**src/rtl/oversample_phase_ctrl.sv**
```systemverilog
// Phase-select controller for a 4x oversampled receive path: edge histogram, phase pick, bit recovery.
// Optional statistics ports are built when OSCTRL_STATS_EN is defined.
module oversample_phase_ctrl #(
   parameter int ACC_CYCLES = 64,
   parameter int CNT_W      = 8,
   parameter int MIN_EDGES  = 8,
   parameter int LOCK_WINS  = 4,
   parameter int LOSS_WINS  = 4
) (
   input  logic       clk,
   input  logic       aresetn,
   input  logic       enable,
   input  logic       sample_valid,
   input  logic [7:0] sample_window,
   output logic [2:0] data_out,
   output logic [1:0] data_cnt,
   output logic       data_valid,
   output logic [1:0] phase_sel,
   output logic       locked
`ifdef OSCTRL_STATS_EN
   ,
   output logic [15:0] phase_adj_cnt,
   output logic [7:0]  lock_loss_cnt
`endif
);

   localparam int WC_W   = (ACC_CYCLES > 1) ? $clog2(ACC_CYCLES) : 1;
   localparam int GOOD_W = $clog2(LOCK_WINS + 1);
   localparam int BAD_W  = $clog2(LOSS_WINS + 1);
   localparam int TOT_W  = CNT_W + 2;

   localparam logic [WC_W-1:0]   WC_LAST   = WC_W'(ACC_CYCLES - 1);
   localparam logic [GOOD_W-1:0] GOOD_LAST = GOOD_W'(LOCK_WINS - 1);
   localparam logic [BAD_W-1:0]  BAD_LAST  = BAD_W'(LOSS_WINS - 1);
   localparam logic [TOT_W-1:0]  MIN_TOT   = TOT_W'(MIN_EDGES);

   typedef enum logic [1:0] {IDLE, ACQ, TRACK} state_t;
   typedef enum logic [1:0] {WRAP_NONE, WRAP_INC, WRAP_DEC} wrap_t;

   state_t state, state_next;
   wrap_t  wrap, wrap_next;

   logic [1:0]        phase_next;
   logic [GOOD_W-1:0] good_cnt, good_next;
   logic [BAD_W-1:0]  bad_cnt, bad_next;

   logic [7:0]       s_t;
   logic [7:0]       edge_vec;
   logic [1:0]       inc [4];
   logic [CNT_W-1:0] hist [4];
   logic [CNT_W-1:0] hist_add [4];
   logic [CNT_W-1:0] snap [4];
   logic [CNT_W-1:0] best_val;
   logic [1:0]       best_idx;
   logic [1:0]       target;
   logic [1:0]       diff;
   logic [TOT_W-1:0] total;
   logic [WC_W-1:0]  win_cnt;
   logic             prev;
   logic             dec_pending;
   logic             take;
   logic             close;
   logic             enough;

   assign take  = enable & sample_valid;
   assign close = take && (win_cnt == WC_LAST);

   // Reorder the window into time order and find edges, folding t and t+4 into one bin.
   always_comb begin
      for (int t = 0; t < 8; t++) begin
         s_t[t] = sample_window[7-t];
      end
      edge_vec[0] = s_t[0] ^ prev;
      for (int t = 1; t < 8; t++) begin
         edge_vec[t] = s_t[t] ^ s_t[t-1];
      end
      for (int b = 0; b < 4; b++) begin
         inc[b] = {1'b0, edge_vec[b]} + {1'b0, edge_vec[b+4]};
      end
   end

   always_comb begin
      logic [CNT_W:0] sum;
      sum = '0;
      for (int b = 0; b < 4; b++) begin
         sum         = {1'b0, hist[b]} + (CNT_W+1)'(inc[b]);
         hist_add[b] = sum[CNT_W] ? {CNT_W{1'b1}} : sum[CNT_W-1:0];
      end
   end

   // Decision from the closed window: strict greater-than keeps the lowest index on ties.
   always_comb begin
      best_idx = 2'd0;
      best_val = snap[0];
      total    = '0;
      for (int b = 0; b < 4; b++) begin
         total = total + TOT_W'(snap[b]);
      end
      for (int b = 1; b < 4; b++) begin
         if (snap[b] > best_val) begin
            best_val = snap[b];
            best_idx = 2'(b);
         end
      end
      target = best_idx + 2'd2;
      diff   = target - phase_sel;
      enough = (total >= MIN_TOT);
   end

   always_ff @(posedge clk or negedge aresetn) begin
      if (!aresetn) begin
         for (int b = 0; b < 4; b++) begin
            hist[b] <= '0;
            snap[b] <= '0;
         end
         win_cnt     <= '0;
         prev        <= 1'b0;
         dec_pending <= 1'b0;
      end else if (!enable) begin
         for (int b = 0; b < 4; b++) begin
            hist[b] <= '0;
         end
         win_cnt     <= '0;
         prev        <= 1'b0;
         dec_pending <= 1'b0;
      end else begin
         dec_pending <= close;
         if (take) begin
            prev <= s_t[7];
            if (close) begin
               for (int b = 0; b < 4; b++) begin
                  snap[b] <= hist_add[b];
                  hist[b] <= '0;
               end
               win_cnt <= '0;
            end else begin
               for (int b = 0; b < 4; b++) begin
                  hist[b] <= hist_add[b];
               end
               win_cnt <= win_cnt + WC_W'(1);
            end
         end
      end
   end

   always_ff @(posedge clk or negedge aresetn) begin
      if (!aresetn) begin
         state     <= IDLE;
         wrap      <= WRAP_NONE;
         phase_sel <= 2'd0;
         good_cnt  <= '0;
         bad_cnt   <= '0;
      end else begin
         state     <= state_next;
         wrap      <= wrap_next;
         phase_sel <= phase_next;
         good_cnt  <= good_next;
         bad_cnt   <= bad_next;
      end
   end

   // A wrap flag set by a phase step survives until the next valid cycle consumes it.
   always_comb begin
      state_next = state;
      phase_next = phase_sel;
      good_next  = good_cnt;
      bad_next   = bad_cnt;
      wrap_next  = take ? WRAP_NONE : wrap;
      if (!enable) begin
         state_next = IDLE;
         good_next  = '0;
         bad_next   = '0;
         wrap_next  = WRAP_NONE;
      end else begin
         if (state == IDLE) begin
            state_next = ACQ;
         end
         if (dec_pending) begin
            case (state)
               ACQ: begin
                  if (!enough) begin
                     good_next = '0;
                  end else if (target == phase_sel) begin
                     if (good_cnt == GOOD_LAST) begin
                        state_next = TRACK;
                        good_next  = '0;
                        bad_next   = '0;
                     end else begin
                        good_next = good_cnt + GOOD_W'(1);
                     end
                  end else begin
                     good_next  = '0;
                     phase_next = target;
                  end
               end
               TRACK: begin
                  if (!enough) begin
                     if (bad_cnt == BAD_LAST) begin
                        state_next = ACQ;
                        bad_next   = '0;
                        good_next  = '0;
                     end else begin
                        bad_next = bad_cnt + BAD_W'(1);
                     end
                  end else begin
                     bad_next = '0;
                     if (diff == 2'd3) begin
                        phase_next = phase_sel - 2'd1;
                        if (phase_sel == 2'd0) begin
                           wrap_next = WRAP_DEC;
                        end
                     end else if (diff != 2'd0) begin
                        phase_next = phase_sel + 2'd1;
                        if (phase_sel == 2'd3) begin
                           wrap_next = WRAP_INC;
                        end
                     end
                  end
               end
               default: ;
            endcase
         end
      end
   end

   // Recovered bits; a +1 wrap drops the duplicate sample, a -1 wrap adds the skipped one.
   always_ff @(posedge clk or negedge aresetn) begin
      if (!aresetn) begin
         data_out   <= 3'd0;
         data_cnt   <= 2'd0;
         data_valid <= 1'b0;
      end else if (!take) begin
         data_valid <= 1'b0;
      end else begin
         data_valid <= 1'b1;
         case (wrap)
            WRAP_INC: begin
               data_cnt <= 2'd1;
               data_out <= {2'b00, s_t[4]};
            end
            WRAP_DEC: begin
               data_cnt <= 2'd3;
               data_out <= {s_t[0], s_t[3], s_t[7]};
            end
            default: begin
               data_cnt <= 2'd2;
               data_out <= {1'b0, s_t[{1'b0, phase_sel}], s_t[{1'b1, phase_sel}]};
            end
         endcase
      end
   end

   assign locked = (state == TRACK);

`ifdef OSCTRL_STATS_EN
   always_ff @(posedge clk or negedge aresetn) begin
      if (!aresetn) begin
         phase_adj_cnt <= '0;
         lock_loss_cnt <= '0;
      end else begin
         if ((phase_next != phase_sel) && (phase_adj_cnt != 16'hFFFF)) begin
            phase_adj_cnt <= phase_adj_cnt + 16'd1;
         end
         if ((state == TRACK) && (state_next == ACQ) && (lock_loss_cnt != 8'hFF)) begin
            lock_loss_cnt <= lock_loss_cnt + 8'd1;
         end
      end
   end
`endif

endmodule

```
**config.mk**
```make
export PLATFORM = sky130hd
export DESIGN_NAME = oversample_phase_ctrl
export DESIGN_NICKNAME = d
export VERILOG_FILES = /design/src/rtl/oversample_phase_ctrl.sv
export SDC_FILE = /design/constraint.sdc
export NUM_CORES = 1
export LEC_CHECK = 0
export ABC_AREA = 1
export CAP_MARGIN = 20
export CORE_ASPECT_RATIO = 1.75
export CORE_UTILIZATION = 66
export DETAILED_ROUTE_END_ITERATION = 6
export PLACE_DENSITY = 0.91
export SYNTH_ARGS = -nofsm -noshare
export SYNTH_HDL_FRONTEND = slang
export SYNTH_SLANG_ARGS = --single-unit
```
**constraint.sdc**
```tcl
create_clock -name clk -period 12.7 [get_ports clk]
set_clock_uncertainty 0.2 [all_clocks]
set_input_delay 1.27 -clock clk [delete_from_list [all_inputs] [get_ports clk]]
set_output_delay 1.27 -clock clk [all_outputs]
set_load 0.1 [all_outputs]
```
Yosys cells after proc, flatten, opt, wreduce, memory -nomap -nowiden. Cells that the tools add are included.

Bits in registers: 90. Bits of input ports: 12. Output and inout port bits: 9. Logic and storage cells: 148.

Add/subtract/negate cells: 18. $lt $le $gt $ge: 6. Equal/unequal tests: 22. Mux-type cells: 65. Bitwise operators: 9. Reductions and logical operators: 9.

Operators by type and width (count): $mux W32 (3); $mux W2 (24); $mux W8 (6); $mux W3 (14); $add A8 B2 Y9 (4); $gt A8 B8 Y1 (3); $mux W6 (3); $pmux W3 S2 (3); $ne A3 B3 Y1 const B (4); $pmux W2 S2 (3); $add A10 B8 Y10 (1); $add A9 B8 Y10 (1); $ge A10 B4 Y1 const B (1); $add A8 B8 Y9 (1); $add A1 B1 Y2 (4); $eq A2 B2 Y1 const B (4); $xor A1 B1 Y1 (8); $mux W1 (7); $reduce_and A7 Y1 (1); $add A3 B1 Y3 const B (2); $add A6 B1 Y6 const B (1); $eq A3 B2 Y1 const B (2); $eq A6 B6 Y1 const B (1); $ne A2 B1 Y1 const B (3); other kinds (19) (25).

Longest topological paths before layout. Gate-level depths: netlist (run 1).

Word-level depth: 15. Mapped depth: 43. Gate-level depth less buffers: 40.

Least setup slack after synthesis (run 1). No wires, ideal clock.

Kind: register -> register. Start point: register snap[27] in the netlist's numbering. End point: register bad_cnt[2]. Setup time: 0.118 ns. Data arrival time: 4.253 ns. Required time: 12.382 ns. Slack: 8.129 ns. Cell stages (with the launch flop): 36. Buffers on the path: 3. Clock period less this slack: 4.571 ns. Cell sequence: dfrtp_1 inv_1 ha_1 nand2_1 o21ai_0 nand2_1 o211ai_1 nand2_1 buf_2 nand2_1 o21ai_0 ha_1 a21oi_1 nor2_1 nor2_1 nand2_1 nand2_2 buf_6 buf_2 o21ai_0 ha_1 nand2_1 nor2_1 nand2_1 nand2_1 nand2_2 nand2_1 inv_1 ha_1 inv_1 a21oi_4 nand3_2 nand3_2 nand2_2 nand2_1 nand2_1.

Word-level cells in the longest chain between the ends: 10. Elaborated cells between the ends (all ways): 21. Classes of those cells: 4 x add/sub; 4 x order compare; 3 x eq/ne; 9 x mux; 1 x reduce/logical.

Ends and longest elaborated chain: from (decl) (line 52) `logic [CNT_W-1:0] snap [4];`; from (signal, indexed assignment) (line 132) `snap[b] <= hist_add[b];`; branches (longest 10 deep; another with $add A9 B8 Y10); to (signal assigned) (line 158) `bad_cnt <= bad_next;`; to (decl) (line 45) `logic [BAD_W-1:0] bad_cnt, bad_next;`.

Parallel ways; which one is timed is not known. The select of a mux whose other input is x is not followed. A chain may end at the register's enable or synchronous reset.

Final worst setup path (run 1).
Start point: register snap[27] in the netlist's numbering. End point: register bad_cnt[0].

The elaborated chain is that of the path after synthesis.

==> results of run 1 <==
sequential cells by signal, summed over array words and instances, names as in the netlist:
register     count
data_cnt         2
snap            32
data_out         3
good_cnt         3
dec_pending      1
win_cnt          6
prev             1
data_valid       1
bad_cnt          3
wrap             2
phase_sel        2
hist            32
state            2
per-layer routing:
layer / GRT usage [%] / part of all wire, % / vias to the layer above / wire (um)
met5: 0 / 0 / - / 0
met4: 24.0 / 6.7 / 0 / 1080
met3: 5.98 / 4.3 / 77 / 682
met2: 62.8 / 52 / 214 / 8350
met1: 37.6 / 37 / 2653 / 5910
li1: - / - / 2677 / -
worst min-delay path by stage:
| stage | startpoint | to | slack (ns) |
|---|---|---|---|
| floorplan | bad_cnt[1] | bad_cnt[1] | 0.25 |
| global placement | data_out[0] | data_out[0] | 0.27 |
| detailed placement | data_out[0] | data_out[0] | 0.29 |
| CTS | data_out[0] | data_out[0] | 0.31 |
| global route | data_out[0] | data_out[0] | 0.31 |
| finish | data_out[0] | data_out[0] | 0.30 |
power by group through the flow:
stage	logic [mW]	clock network [mW]	registers, mW
after floorplan	0.0963	0	0.326
after global placement	0.143	0	0.315
after detailed placement	0.151	0	0.316
after CTS	0.152	0.296	0.311
after global routing	0.173	0.306	0.312
final	0.155	0.294	0.311
through the flow:
step / cells / utilization, % / total power [mW] / setup slack (ns)
5_1_grt: 950 / 75.2 / 0.791 / 6.74
6_report: 950 / 75.2 / 0.760 / 7.25
3_5_place_dp: 932 / 71.4 / 0.467 / 7.37
2_1_floorplan: 809 / - / 0.422 / 8.13
4_1_cts: 948 / 75.0 / 0.758 / 7.30
3_3_place_gp: 932 / 71.4 / 0.458 / 7.60
layout make-up:
class                   instances  area [um2]
multi-input cells             575        3450
fillers                       646        2270
flip-flops and latches         90        2250
inverters                     125         469
repair buffers                 24         235
clock buffers                  10         229
well taps                     120         150
clock inverters                 6        96.3
worst reg2reg max path: cells and delay by family, from the launching register on:
kind | cells | cell delay [ns]
simple gates | 18 | 2.06
fa+ha+maj | 4 | 1.24
compound gates | 6 | 1.18
flops | 1 | 0.38
buf+inv | 3 | 0.26
synthesized netlist by cell type (4+ instances only):
master	instances	area share, %
nand2_1	178	11
inv_1	114	6.8
dfrtp_1	90	36
o21ai_0	71	5.7
nor2_1	67	4.0
ha_1	47	9.4
nand3_1	37	3.0
a21oi_1	31	2.5
o21ai_1	24	1.9
fa_1	20	6.4
o22ai_1	20	2.0
nand4_1	13	1.3
inv_2	10	0.60
xnor2_1	10	1.4
clkbuf_1	9	0.54
nor3_1	8	0.64
buf_2	7	0.56
nand2_2	6	0.60
nand3_2	5	0.80
nor4_1	5	0.50
nor2_2	4	0.40
placed cells by master (no fill, tap or decap), types with 3 or more instances in the layout:
cell type and instances:
nand3_2 5, fa_1 20, nor2_1 67, o21ai_1 24, dfrtp_1 90, nor4_1 5, nor2_2 4, nand4_1 13
inv_1 114, o22ai_1 20, clkbuf_16 9, ha_1 47, inv_2 10, nand3_1 37, buf_4 4, nand2_2 6
xor2_1 3, clkdlybuf4s50_1 19, nand2_1 178, a21oi_1 31, o21ai_0 71, nor3_1 8, or2_2 3, xnor2_1 10
o31ai_1 3
cell families after synthesis:
logic type	after synthesis	share of synthesized area (%)
AO/OA/AOI/OAI	163	14.3
AND/OR/NAND/NOR	332	23.2
buffers and inverters	144	9.00
adder cells (fa/ha/maj)	67	15.8
flip-flops	90	35.9
XOR/XNOR	13	1.82
==> results.yml, run 1 <==
worst_setup_path:
  worst-path-buf-inv: 3
  critPathCaptureType: "flop"
  rr_endpoint: "bad_cnt[0]"
  cp-start-kind: "flop"
  cp_max_fo: 20
  cpMostUsedCell: "nand2_1"
  crit_arrival_ns: 5.48
  cp.required_ns: 12.73
  rr_startpoint: "snap[27]"
  cpLargestDelayFamily: "simple AND/OR/NAND/NOR gates"
  slowest_stage: "o21ai_0"
  crit_end: "bad_cnt[0]"
  cpPeakStageDelay_ns: 0.41
  startpoint: "snap[27]"
  critical_path_class: "reg -> reg"
  rr_worst_depth: 31
  path_depth: 31
  rrSetupSlack_ns: 7.25
job:
  drv_cap: 0
power_and_ir_drop:
  p_seq_share_pct: 40.9
  leakagePower_nw: 3.27
  switchingPower_mw: 0.234
  p_comb_share_pct: 20.3
  power_density_mw_per_mm2: 110
  irDropWorstVdd_v: 0.000114
  swShare_pct: 30.8
  clkPwrFrac_pct: 38.7
  power.internal_mw: 0.526
floorplanning:
  pin_count: 21
  start_util_pct: 68.5
  die_w_um: 75.7
  die_h_um: 131
  rows: 46
  core_area_mm2: 0.00915
  dieArea_mm2: 0.00991
cells_and_area:
  drive_gt1_share_pct: 6.63
  final_area_mm2: 0.00689
  syn_to_final_growth_pct: 9.82
  final_nets: 904
  antenna_cells: 0
clock_network:
  clk_latency_ns: 0.34
  holdBufCountCts: 0
  cts_buffer_depth: 2
  clk_pin_slew_ns: 0.07
  h-tree-depth: 3
  cts_resized: 0
  clkSinkCount: 90
  cts_tree: "done"
  post_cts_buffers: 0
  cts_root_buffer: "clkbuf_16"
  cts_buffers: 9
global_route:
  grt_max_degree: 70
  grt_pass1_vias: 5688
  grt-ovfl-total: 0
  grt_use_total_pct: 35.6
  antenna_found_initial: 0
  grt_pass1_wl_mm: 25.9
placement:
  place_congestion: 0.931
  placed_area_mm2: 0.00654
  dp_hpwl_mm: 12.0
  port_buffers: 20
timing:
  rsz0062_at_grt: "no"
  setup_viol: 0
  worst_slew_pin_slew_ns: 0.978
  finalHoldViolCount: 0
  fmax_mhz: 183
  hold_ws_ns: 0.304
  fin_crit_sh_pct: 42.9
  period_needed_ns: 5.45
  tns_ns: 0
  slew_headroom_pct: 34.6
  drv_slew: 0
routing:
  vias: 5621
  routed_wl_mm: 16.0
  drtPass1Iterations: 5
  viasPerCell: 5.92
  drtIter0Drc: 413
  ant_nets: 0
  drc_errors: 0
  wl_per_cell_um: 16.9
synthesis:
  synth.distinct_cells: 42
  synth-seq-area-share_pct: 35.9
  syn_area_mm2: 0.00627
  async_flop_share_pct: 100
  syn-mean-instance-area_um2: 7.75
  synthFlopType: "dfrtp_1"
  yosys_warnings: 0
  synth_edf_count: 0
  synthCells: 809
  ys_ff_latch: 90
  syn_nets: 888
min_path:
  whs_path_depth: 2
  holdCritPathClass: "reg -> reg"
status:
  status: "completed"
Power figures use the tool's default switching activity.
==> run 2: changes to the inputs <==
--- a/config.mk
+++ b/config.mk
@@ -8,9 +8,9 @@
 export ABC_AREA = 1
 export CAP_MARGIN = 20
 export CORE_ASPECT_RATIO = 1.75
-export CORE_UTILIZATION = 66
+export CORE_UTILIZATION = 56
 export DETAILED_ROUTE_END_ITERATION = 6
-export PLACE_DENSITY = 0.91
+export PLACE_DENSITY = 0.83
 export SYNTH_ARGS = -nofsm -noshare
 export SYNTH_HDL_FRONTEND = slang
 export SYNTH_SLANG_ARGS = --single-unit
==> constraint.sdc (replaced) <==
create_clock -name clk -period 5 [get_ports clk]
set_clock_uncertainty 0.2 [all_clocks]
set_input_delay 0.5 -clock clk [delete_from_list [all_inputs] [get_ports clk]]
set_output_delay 0.5 -clock clk [all_outputs]
set_load 0.1 [all_outputs]
==> run 2 against run 1 <==
  * Maximum frequency increased by 9.8%
  * Sequential cell count did not move
  * Wire length up 1.4%
  * Highest routed layer unchanged
  * Combinational power grew to 2.7 times the previous value
  * Final area grew 4.7%
  * Sequential power grew to 2.5 times the previous value
  * Worst hold slack got worse by 0.012 ns
  * Critical endpoint unchanged
  * Final cell count rose by 3.9%
  * Register-to-register slack worse by 7.2 ns
==> results.yml, run 2 (synthesis results as in run 1) <==
clock_network:
  cts_buffer_depth: 2
  h-tree-depth: 3
  cts_buffers: 9
  clk_latency_ns: 0.35
  cts_tree: "done"
  cts_root_buffer: "clkbuf_16"
  clkSinkCount: 90
  clk_pin_slew_ns: 0.06
routing:
  wl_per_cell_um: 16.5
  drtPass1Iterations: 6
  drc_errors: 0
  viasPerCell: 5.86
  ant_nets: 0
  vias: 5780
  drtIter0Drc: 427
  routed_wl_mm: 16.2
cells_and_area:
  fin_util_pct: 66.6
  regArea_mm2: 0.00225
  drive_gt1_share_pct: 12.4
  biggestRegsByFlops: "hist (32), snap (32), win_cnt (6)"
  final_cell_mix: "nand2_1 (170), inv_1 (112), dfrtp_1 (89)"
  fillers: 827
  syn_to_final_growth_pct: 15.0
  final_nets: 931
  antenna_cells: 0
  fin_cells: 987
  final_area_mm2: 0.00721
  multi_input_area_mm2: 0.00360
  final_common_cell: "nand2_1"
placement:
  place_congestion: 0.893
  placed_area_mm2: 0.00663
  port_buffers: 20
  post-place-cells: 952
  dp_hpwl_mm: 11.5
timing:
  fin_crit_sh_pct: 99.3
  drv_slew: 0
  fmax_mhz: 201
  slew_headroom_pct: 33.7
  setup_viol: 0
  finalHoldViolCount: 0
  period_needed_ns: 4.96
  tns_ns: 0
  worst_slew_pin_slew_ns: 0.991
status:
  status: "completed"
worst_setup_path:
  rr_worst_depth: 32
  critical_path_class: "reg -> reg"
  rr_startpoint: "snap[23]"
  cp.required_ns: 5.03
  cpMostUsedCell: "nand2_1"
  cp_max_fo: 8
  crit_arrival_ns: 5.00
  rrSetupSlack_ns: 0.04
  startpoint: "snap[23]"
  critPathCaptureType: "flop"
  rr_endpoint: "bad_cnt[0]"
  cpPeakStageDelay_ns: 0.45
  slowest_stage: "dfrtp_2"
  cp-start-kind: "flop"
global_route:
  grt_use_total_pct: 28.8
  grt-ovfl-total: 0
  grt_pass1_wl_mm: 25.2
  antenna_found_initial: 0
  grt_pass1_vias: 5539
  grt_max_degree: 56
job:
  drv_cap: 0
floorplanning:
  start_util_pct: 57.9
  die_w_um: 82.0
  die_h_um: 142
  core_area_mm2: 0.0108
  rows: 50
  dieArea_mm2: 0.0116
  pin_count: 21
power_and_ir_drop:
  leakagePower_nw: 3.39
  power_density_mw_per_mm2: 266
  irDropWorstVdd_v: 0.000259
min_path:
  whs_path_depth: 2
  min_to: "data_cnt[1]"
  hp-start: "data_cnt[1]"
  holdCritPathClass: "reg -> reg"
==> run 2: changes by cell type in the layout (fill, tap and decap cells not counted), sizes merged <==
| cell | change |
|---|---|
| nand2 | +3 |
| buf | +23 |
| inv | -1 |
| clkinvlp | +1 |
| dlygate4sd3 | +1 |
| clkinv | +1 |
| bufinv | -1 |
==> run 2: power breakdown <==
part	leakage, nW	internal [mW]	switching (mW)
registers	1.20	0.760	0.0299
clock network	0.146	0.406	0.301
logic	2.04	0.152	0.274
total	3.39	1.32	0.604
==> run 2: per-stage QoR <==
step	hold WS, ns	total power, mW	setup slack [ns]
global placement	0.270	1.17	0.0931
CTS	0.294	1.89	0.0891
floorplan	0.00441	1.07	0.429
finish	0.292	1.92	0.0358
detailed placement	0.276	1.19	-0.0739
global route	0.303	2.00	-0.266
==> run 2: cell type report <==
cell class	instances	share of cell area (%)
multi-input cells	578	49.9
flip-flops and latches	90	31.3
inverters	125	6.51
repair buffers	48	5.74
clock buffers	10	3.31
well taps	130	2.26
clock inverters	6	0.989
==> run 2: repair_timing <==
| item | 4_1_cts | 5_1_grt |
|---|---|---|
| buffers inserted | 0 | 15 |
| cloned | 0 | 3 |
| setup endpoints to repair | 5 | 12 |
| gates resized for setup | 4 | 39 |
| pin swaps | 0 | 15 |
| endpoints found under the hold margin | 35 | 0 |
| hold buffers | 1 | 0 |
==> run 2: layer usage <==
| metal | up-vias | routed length, um | GRT usage, % |
|---|---|---|---|
| li1 | 2735 | - | - |
| met1 | 2714 | 5870 | 31.5 |
| met2 | 242 | 8590 | 51.4 |
| met3 | 89 | 733 | 3.72 |
| met4 | 0 | 1040 | 17.0 |
| met5 | - | 0 | 0 |
==> run 2: how the worst max path moves through the flow <==
stage,endpoint,slack [ns],depth (start not counted)
2_1_floorplan,bad_cnt[2],0.43,35
3_3_place_gp,bad_cnt[0],0.09,31
3_5_place_dp,bad_cnt[2],-0.07,31
4_1_cts,bad_cnt[0],0.09,30
5_1_grt,bad_cnt[0],-0.27,35
6_report,bad_cnt[0],0.04,32
==> run 2: worst max-delay path: cells and delay by family (launching register included) <==
| family | cells | cell delay (ns) |
|---|---|---|
| adder cells (fa/ha/maj) | 4 | 1.16 |
| flip-flops | 1 | 0.45 |
| AND/OR/NAND/NOR | 19 | 2.07 |
| buffers and inverters | 6 | 0.65 |
| AO/OA/AOI/OAI | 3 | 0.29 |
